==> config.mk <==
export PLATFORM = sky130hd
export DESIGN_NAME = modhalf_iter
export DESIGN_NICKNAME = d
export VERILOG_FILES = /design/src/rtl/kyber_arith_pkg.sv /design/src/rtl/modhalf_step.sv /design/src/rtl/modhalf_iter.sv
export SDC_FILE = /design/constraint.sdc
export NUM_CORES = 1
export LEC_CHECK = 0
export CORE_MARGIN = 3
export CORE_UTILIZATION = 50
export DETAILED_ROUTE_END_ITERATION = 10
export PLACE_DENSITY_LB_ADDON = 0.05
export SYNTH_ARGS = -nofsm -noshare
export SYNTH_HDL_FRONTEND = slang
export SYNTH_HIERARCHICAL = 1
export SYNTH_SLANG_ARGS = --single-unit
==> constraint.sdc <==
create_clock -name clk_i -period 3.8 [get_ports clk_i]
set_input_delay 0.38 -clock clk_i [delete_from_list [all_inputs] [get_ports clk_i]]
set_output_delay 0.38 -clock clk_i [all_outputs]
set_load 0.01 [all_outputs]
==> src/rtl/kyber_arith_pkg.sv <==
// Shared Kyber arithmetic constants, coefficient type and halver FSM states.
package kyber_arith_pkg;

    localparam int unsigned KYBER_Q     = 3329;
    localparam int unsigned KYBER_HALFQ = 1665;
    localparam int unsigned COEF_WID    = 12;

    typedef logic [COEF_WID-1:0] coef_t;

    typedef enum logic [1:0] {
        IDLE = 2'd0,
        RUN  = 2'd1,
        DONE = 2'd2
    } modhalf_state_t;

endpackage

==> src/rtl/modhalf_step.sv <==
// One modular halving step: y = x * 2^-1 mod Q, for x < Q.
module modhalf_step
    import kyber_arith_pkg::*;
#(
    parameter int unsigned WID   = COEF_WID,
    parameter int unsigned HALFQ = KYBER_HALFQ
) (
    input  logic [WID-1:0] x_i,
    output logic [WID-1:0] y_o
);

    localparam logic [WID-1:0] HalfQ = WID'(HALFQ);

    // Odd x: (x + Q) / 2 == (x >> 1) + (Q + 1) / 2, which stays below Q.
    always_comb begin
        y_o = x_i >> 1;
        if (x_i[0]) begin
            y_o = (x_i >> 1) + HalfQ;
        end
    end

endmodule

==> src/rtl/modhalf_iter.sv <==
// Multi-lane iterative scaler: b = a * 2^-k mod Q, one halving step per cycle.
// Optional range check on accepted inputs: define MODHALFI_RANGE_CHK_EN to add the err port.
module modhalf_iter
    import kyber_arith_pkg::*;
#(
    parameter int unsigned WID   = COEF_WID,
    parameter int unsigned Q     = KYBER_Q,
    parameter int unsigned HALFQ = KYBER_HALFQ,
    parameter int unsigned LANES = 4,
    parameter int unsigned MAXSH = 7,
    parameter int unsigned SHW   = 3
) (
    input  logic                 clk_i,
    input  logic                 rst_i,
    input  logic                 a_vld_i,
    output logic                 a_rdy_o,
    input  logic [LANES*WID-1:0] a_i,
    input  logic [SHW-1:0]       shamt_i,
    output logic                 b_vld_o,
    input  logic                 b_rdy_i,
    output logic [LANES*WID-1:0] b_o,
`ifdef MODHALFI_RANGE_CHK_EN
    output logic                 busy_o,
    output logic                 err_o
`else
    output logic                 busy_o
`endif
);

    localparam logic [SHW-1:0] MaxSh = SHW'(MAXSH);

    modhalf_state_t       state_q;
    logic [SHW-1:0]       cnt_q;
    logic [LANES*WID-1:0] data_q;
    logic [LANES*WID-1:0] data_step;
    logic                 b_vld_q;
    logic                 busy_q;
    logic [SHW-1:0]       shamt_k;
    logic                 accept;

    // A finished result can be handed off and replaced in the same cycle.
    always_comb begin
        a_rdy_o = (state_q == IDLE) || ((state_q == DONE) && b_rdy_i);
        accept  = a_vld_i && a_rdy_o;
        shamt_k = (shamt_i > MaxSh) ? MaxSh : shamt_i;
    end

    for (genvar i = 0; i < LANES; i++) begin : g_lane
        modhalf_step #(
            .WID   (WID),
            .HALFQ (HALFQ)
        ) u_step (
            .x_i (data_q[i*WID +: WID]),
            .y_o (data_step[i*WID +: WID])
        );
    end

`ifdef MODHALFI_RANGE_CHK_EN
    localparam logic [WID-1:0] QV = WID'(Q);

    logic [LANES-1:0] lane_oor;
    logic             range_err;
    logic             err_q;

    for (genvar i = 0; i < LANES; i++) begin : g_chk
        assign lane_oor[i] = (a_i[i*WID +: WID] >= QV);
    end

    assign range_err = |lane_oor;

    // Error flag follows the result it belongs to; dropped on handoff.
    always_ff @(posedge clk_i) begin
        if (rst_i) begin
            err_q <= 1'b0;
        end else if (accept) begin
            err_q <= range_err;
        end else if ((state_q == DONE) && b_rdy_i) begin
            err_q <= 1'b0;
        end
    end

    assign err_o = err_q && b_vld_q;
`endif

    // Transaction FSM: load on accept, halve every lane per RUN cycle, hold in DONE.
    always_ff @(posedge clk_i) begin
        if (rst_i) begin
            state_q <= IDLE;
            cnt_q   <= '0;
            data_q  <= '0;
            b_vld_q <= 1'b0;
            busy_q  <= 1'b0;
        end else if (accept) begin
            data_q <= a_i;
            cnt_q  <= shamt_k;
            busy_q <= 1'b1;
            if (shamt_k == '0) begin
                state_q <= DONE;
                b_vld_q <= 1'b1;
            end else begin
                state_q <= RUN;
                b_vld_q <= 1'b0;
            end
        end else begin
            case (state_q)
                RUN: begin
                    data_q <= data_step;
                    cnt_q  <= cnt_q - 1'b1;
                    if (cnt_q == SHW'(1)) begin
                        state_q <= DONE;
                        b_vld_q <= 1'b1;
                    end
                end
                DONE: begin
                    if (b_rdy_i) begin
                        state_q <= IDLE;
                        b_vld_q <= 1'b0;
                        busy_q  <= 1'b0;
                    end
                end
                default: begin
                end
            endcase
        end
    end

    assign b_vld_o = b_vld_q;
    assign busy_o  = busy_q;
    assign b_o     = data_q;

endmodule

==> results of run 1 <==
-- final cells by class --
cell class	instances	share of cell area (%)
multi-input combinational	278	46.7
sequential	54	24.3
timing repair buffer	107	23.9
tap	75	2.11
clock buffer	6	1.85
clock inverter	1	0.674
inverter	5	0.421
-- layer usage --
layer	wire [um]	GRT usage, %
met1	3890	29.5
met2	4000	35.7
met3	446	4.64
met4	80	6.09
met5	0	0
-- layout by cell type, fill, tap and decap left out, types with 6 or more instances in the layout --
cell / n
a221o_1: 49
o211ai_1: 8
nand3_1: 9
nand2_1: 24
clkbuf_8: 6
nand4_1: 12
nand2b_1: 6
nor3_1: 6
xnor2_1: 30
and2_1: 48
clkdlybuf4s50_1: 105
nor2_1: 6
dfxtp_1: 54
o21ai_0: 15
nor2b_1: 11
ha_1: 6
xor2_1: 8
-- where the power goes --
group / internal (mW) / leakage (nW) / total (mW) / switching, mW
registers: 0.637 / 0.444 / 0.778 / 0.141
clock network: 0.211 / 0.0573 / 0.397 / 0.186
logic: 0.308 / 1.17 / 0.501 / 0.192
-- worst paths after layout --
kind                            startpoint       end  slack (ns)
worst min register to register    cnt_q[1]  cnt_q[1]        0.50
worst min-delay path              cnt_q[1]  cnt_q[1]        0.50
worst max-delay path               b_rdy_i   a_rdy_o        1.48
worst max register to register  state_q[0]   b_o[35]        1.82
-- flip-flops by register name (all words and copies together), names as in the netlist --
register  cells
b_o          48
busy_o        1
cnt_q         3
state_q       2
-- per-stage QoR --
stage,cell area [um2],power [mW]
3_5_place_dp,4340,1.29
6_report,4450,1.68
3_3_place_gp,4340,1.28
5_1_grt,4450,1.77
2_1_floorplan,3290,1.05
4_1_cts,4450,1.69
-- worst register-to-register path: stages, from the launching register on --
cell and delay, ns:
dfxtp_1 0.53, nand2b_4 0.20, a31o_2 0.87, a221o_1 0.32
-- cells by family after synthesis --
kind of cell | count (synthesis) | share of synthesized area, %
AND/OR/NAND/NOR | 139 | 25.4
AO/OA/AOI/OAI | 91 | 23.7
flip-flops | 54 | 32.9
XOR/XNOR | 38 | 10.1
buffers and inverters | 26 | 4.15
adder cells (fa/ha/maj) | 6 | 2.28
multiplexers | 4 | 1.37
==> out/metrics.yaml, run 1 <==
status:
  status: "complete, no violations"
cells_and_area:
  fillCellCount: 495
  nNetsFinal: 512
  drive_above_1_share_pct: 5.10
  fin_cells: 526
  utilization_pct: 72.6
  area_delta_synth_final_pct: 35.5
  antennaDiodeCount: 0
  area.sequential_um2: 1080
  multi_input_area_um2: 2080
synthesis:
  synth_edf_count: 0
  yosysUniqueCellTypes: 41
  ys_seq_area_share_pct: 32.9
  syn_area_um2: 3290
  syn-num-nets: 419
  postSynthAreaPerCell_um2: 9.18
  synth-seq-cells: 54
  synthArstFlopShare_pct: 0
  synth_ff_type: "dfxtp_1"
  synthCells: 358
  synth_top_area_share_pct: 32.9
  synth_area_leaders: "dfxtp_1 33%, a221o_1 15%, and2_1 9.1%"
  yosysMostFrequentCell: "dfxtp_1"
  ys.warnings.count: 6
  synth_commonest_cells: "54 x dfxtp_1, 49 x a221o_1, 48 x and2_1"
  synth_largest_area_cell: "dfxtp_1"
routing:
  viasPerCell: 5.93
  dr.pass1.iters: 5
  drc: 0
  first_iter_violations: 153
  drt_wl_total_mm: 8.42
  num_vias: 3121
  drtAntennaViolNets: 0
  wl_per_cell_um: 16.0
clocking:
  cts_setup_buffers: 0
  cts_root_buf: "clkbuf_8"
  insertion_delay_ns: 0.31
  clockBufferDepth: 2
  htree_levels: 2
  cts_tree: "yes"
  ctsHoldBuffers: 0
  cts_inserted_buffers: 5
  cts.sinks: 54
  cts_resized: 0
  clk_pin_slew_ns: 0.09
critical_path:
  crit_path_max_fanout: 5
  ff2ff_path_depth: 3
  critPathKind: "in -> out"
  crit_path_end_kind: "output port"
  arrival_ns: 1.94
  cp_slowest_cell: "clkdlybuf4s50_1"
  path_cells: "clkdlybuf4s50_1, and2b_1, nor2_1, clkdlybuf4s50_1"
  cp_slowest_stage_delay_ns: 0.59
  cp_common_cell: "clkdlybuf4s50_1"
  cp-start-kind: "primary input"
  crit_family: "buffers and inverters"
  path_buf_inv: 2
  crit_cells: 4
  cp.required_ns: 3.42
timing:
  slew_headroom_pct: 25.7
  slew_violations: 0
  finalSetupViolCount: 0
  finalHoldViolCount: 0
  holdWs_ns: 0.495
  finalClockSkew_ns: 0.00956
  rsz0062_at_grt: "false"
  fmax_ghz: 0.430
  tightest_slew_ns: 1.11
  setup_slack_ns: 1.48
  finalCritPeriodShare_pct: 61.1
  fin_crit_ns: 2.32
  setup_total_negative_slack_ns: 0
floorplanning:
  dieArea_um2: 7580
  ios: 106
  fp.coreArea_um2: 6130
  rows: 28
  die_w_um: 87.1
  initial_core_util_pct: 53.6
  die_h_um: 87.1
place:
  place.gp.congestion: 0.858
  place_ws_ns: 1.42
  hpwl_mm: 5.63
  placedCellCount: 519
  port_buffers: 105
grt:
  grt_use_total_pct: 22.0
  antenna_found_initial: 0
  grt_max_degree: 50
  grt_pass1_vias: 2950
  overflow: 0
  grt_first_pass_wirelength_mm: 13.7
min_path:
  hold_path.class: "reg -> reg"
  whs_path_depth: 1
power:
  leakage_nw: 1.67
  ir_drop_mv: 0.228
  p_per_area_nw_per_um2: 376
job:
  cap_violations: 0
(Power assumes the default switching activity.)
==> run 2: changes to the inputs <==
- CORE_UTILIZATION: 50 -> 42
- clock period: 3.8 -> 1.9 ns (I/O delays scaled with it)
==> run 2 against run 1 <==
Net effect:
- final cell count up 6.3%
- clock-buffer cell count unchanged
- register-to-register slack lost 1.6 ns
- setup slack lost 1.4 ns
- sequential power rose by 99%
- die area up 18%
- clock skew is 0.00084 ns lower
==> out/metrics.yaml, run 2 (synthesized netlist as in run 1, its figures left out) <==
routing:
  drt_wl_total_mm: 8.53  # +1.4%
  viasPerCell: 5.53  # -6.8%
  first_iter_violations: 106  # -31%
  drc: 0  # unchanged
  dr.pass1.iters: 4  # -1
  wl_per_cell_um: 15.3  # -4.6%
  drtAntennaViolNets: 0  # unchanged
  num_vias: 3092  # -0.93%
cells_and_area:
  final_common_cell: "clkdlybuf4s50_1"
  largest_reg_flops: 48  # unchanged
  antennaDiodeCount: 0  # unchanged
  area.sequential_um2: 1080  # +0.12%
  drive_above_1_share_pct: 7.17  # +2.1 points
  area_delta_synth_final_pct: 40.1
  multi_input_area_um2: 2080  # unchanged
  fin_cells: 559  # +6.3%
  fillCellCount: 647  # +31%
  nNetsFinal: 521  # +1.8%
  final_cell_mix: "105 x clkdlybuf4s50_1, 53 x dfxtp_1, 49 x a221o_1"
floorplanning:
  rows: 31  # +11%
  dieArea_um2: 8920  # +18%
  die_w_um: 94.4  # +8.5%
  ios: 106  # unchanged
  die_h_um: 94.4  # +8.5%
  fp.coreArea_um2: 7410  # +21%
  initial_core_util_pct: 44.4  # -9.2 points
timing:
  finalHoldViolCount: 0  # unchanged
  finalClockSkew_ns: 0.00872  # -0.000843 ns
  finalCritPeriodShare_pct: 93.9
  slew_violations: 0  # unchanged
  tightest_slew_ns: 0.784  # -0.330 ns
  fmax_ghz: 0.560
  fin_crit_ns: 1.78
  slew_headroom_pct: 47.6  # +22 points
  finalSetupViolCount: 0  # unchanged
  rsz0062_at_grt: "false"
min_path:
  hold_path.class: "in -> reg"
place:
  placedCellCount: 552  # +6.4%
  port_buffers: 105  # unchanged
  hpwl_mm: 6.02  # +6.9%
  place.gp.congestion: 0.860  # +0.23%
critical_path:
  arrival_ns: 1.59  # -0.35 ns
  crit_path_end_kind: "output port"
  path_cells: "clkdlybuf4s50_1"
  crit_family: "flip-flops"
  crit_path_max_fanout: 15  # +10
  cp.required_ns: 1.71  # -1.71 ns
  critPathKind: "reg -> out"
  cp-start-kind: "flop"
  cp_slowest_stage_delay_ns: 0.65  # +0.06 ns
  path_buf_inv: 1  # -1
  cp_slowest_cell: "dfxtp_1"
clocking:
  clk_pin_slew_ns: 0.10  # about the same
  clockBufferDepth: 2  # unchanged
  cts_inserted_buffers: 5  # unchanged
  cts_root_buf: "clkbuf_8"
  cts.sinks: 54  # unchanged
  ctsHoldBuffers: 0  # unchanged
  cts_setup_buffers: 0  # unchanged
  htree_levels: 2  # unchanged
  cts_tree: "yes"
  insertion_delay_ns: 0.31  # about the same
power:
  ir_drop_mv: 0.298  # +31%
  leakage_nw: 1.73  # +3.6%
  p_per_area_nw_per_um2: 740  # +97%
  finalPower_mw: 3.41  # +100%
grt:
  grt_use_total_pct: 19.5  # -2.5 points
  grt_first_pass_wirelength_mm: 14.2  # +4.2%
  grt_pass1_vias: 2937  # -0.44%
  antenna_found_initial: 0  # unchanged
  grt_max_degree: 31  # -38%
  overflow: 0  # unchanged
job:
  cap_violations: 0  # unchanged
status:
  status: "complete, no violations"
## run 2: metrics by stage
step,setup WS (ns),hold WS (ns),utilization [%],TNS (ns),area (um2)
2_1_floorplan,0.339,0.263,-,0,3290
4_1_cts,0.0379,0.472,62.1,0,4600
3_5_place_dp,-0.0422,0.476,60.6,-0.236,4490
5_1_grt,0.0196,0.483,62.1,0,4600
3_3_place_gp,0.0358,0.474,60.6,0,4490
6_report,0.115,0.482,62.1,0,4600
## run 2: timing repair
action / CTS / global route
hold endpoints to repair: 0 / 0
setup endpoints to repair: 0 / 1
gates resized for setup: 0 / 1
## run 2: layout make-up
cell class	count	share of cell area, %
multi-input combinational	278	45.2
timing repair buffer	116	25.7
sequential	54	23.5
tap	99	2.69
clock buffer	6	1.79
clock inverter	1	0.653
inverter	5	0.408
## run 2: path summary, 6_finish.rpt
check / slack, ns / depth (start not counted) / endpoint / startpoint
hold / removal: 0.48 / 2 / b_o[39] / a_i[39]
hold reg to reg: 0.51 / 1 / cnt_q[1] / cnt_q[1]
setup / recovery: 0.12 / 1 / b_o[36] / b_o[36]
setup reg to reg: 0.21 / 6 / b_o[8] / b_o[1]
## run 2: per-layer routing
metal | GRT usage [%] | share of wire (%) | vias to the layer above
met5 | 0 | 0 | -
met4 | 4.69 | 0.86 | 0
met3 | 3.51 | 5.4 | 5
met2 | 31.6 | 47 | 70
met1 | 26.8 | 46 | 1454
li1 | - | - | 1563
## run 2: power by group
group          switching [mW]  internal [mW]  leakage, nW
combinational           0.407          0.663         1.23
clock                   0.367          0.422       0.0573
sequential              0.272           1.28        0.445
total                    1.05           2.36         1.73
==> run 3: changes to the inputs <==
- ABC_CLOCK_PERIOD_IN_PS: default -> 1900
- HOLD_SLACK_MARGIN: default -> 0.12
==> results of run 3 <==
The final DEF is identical to that of run 2; final timing and power are the same.
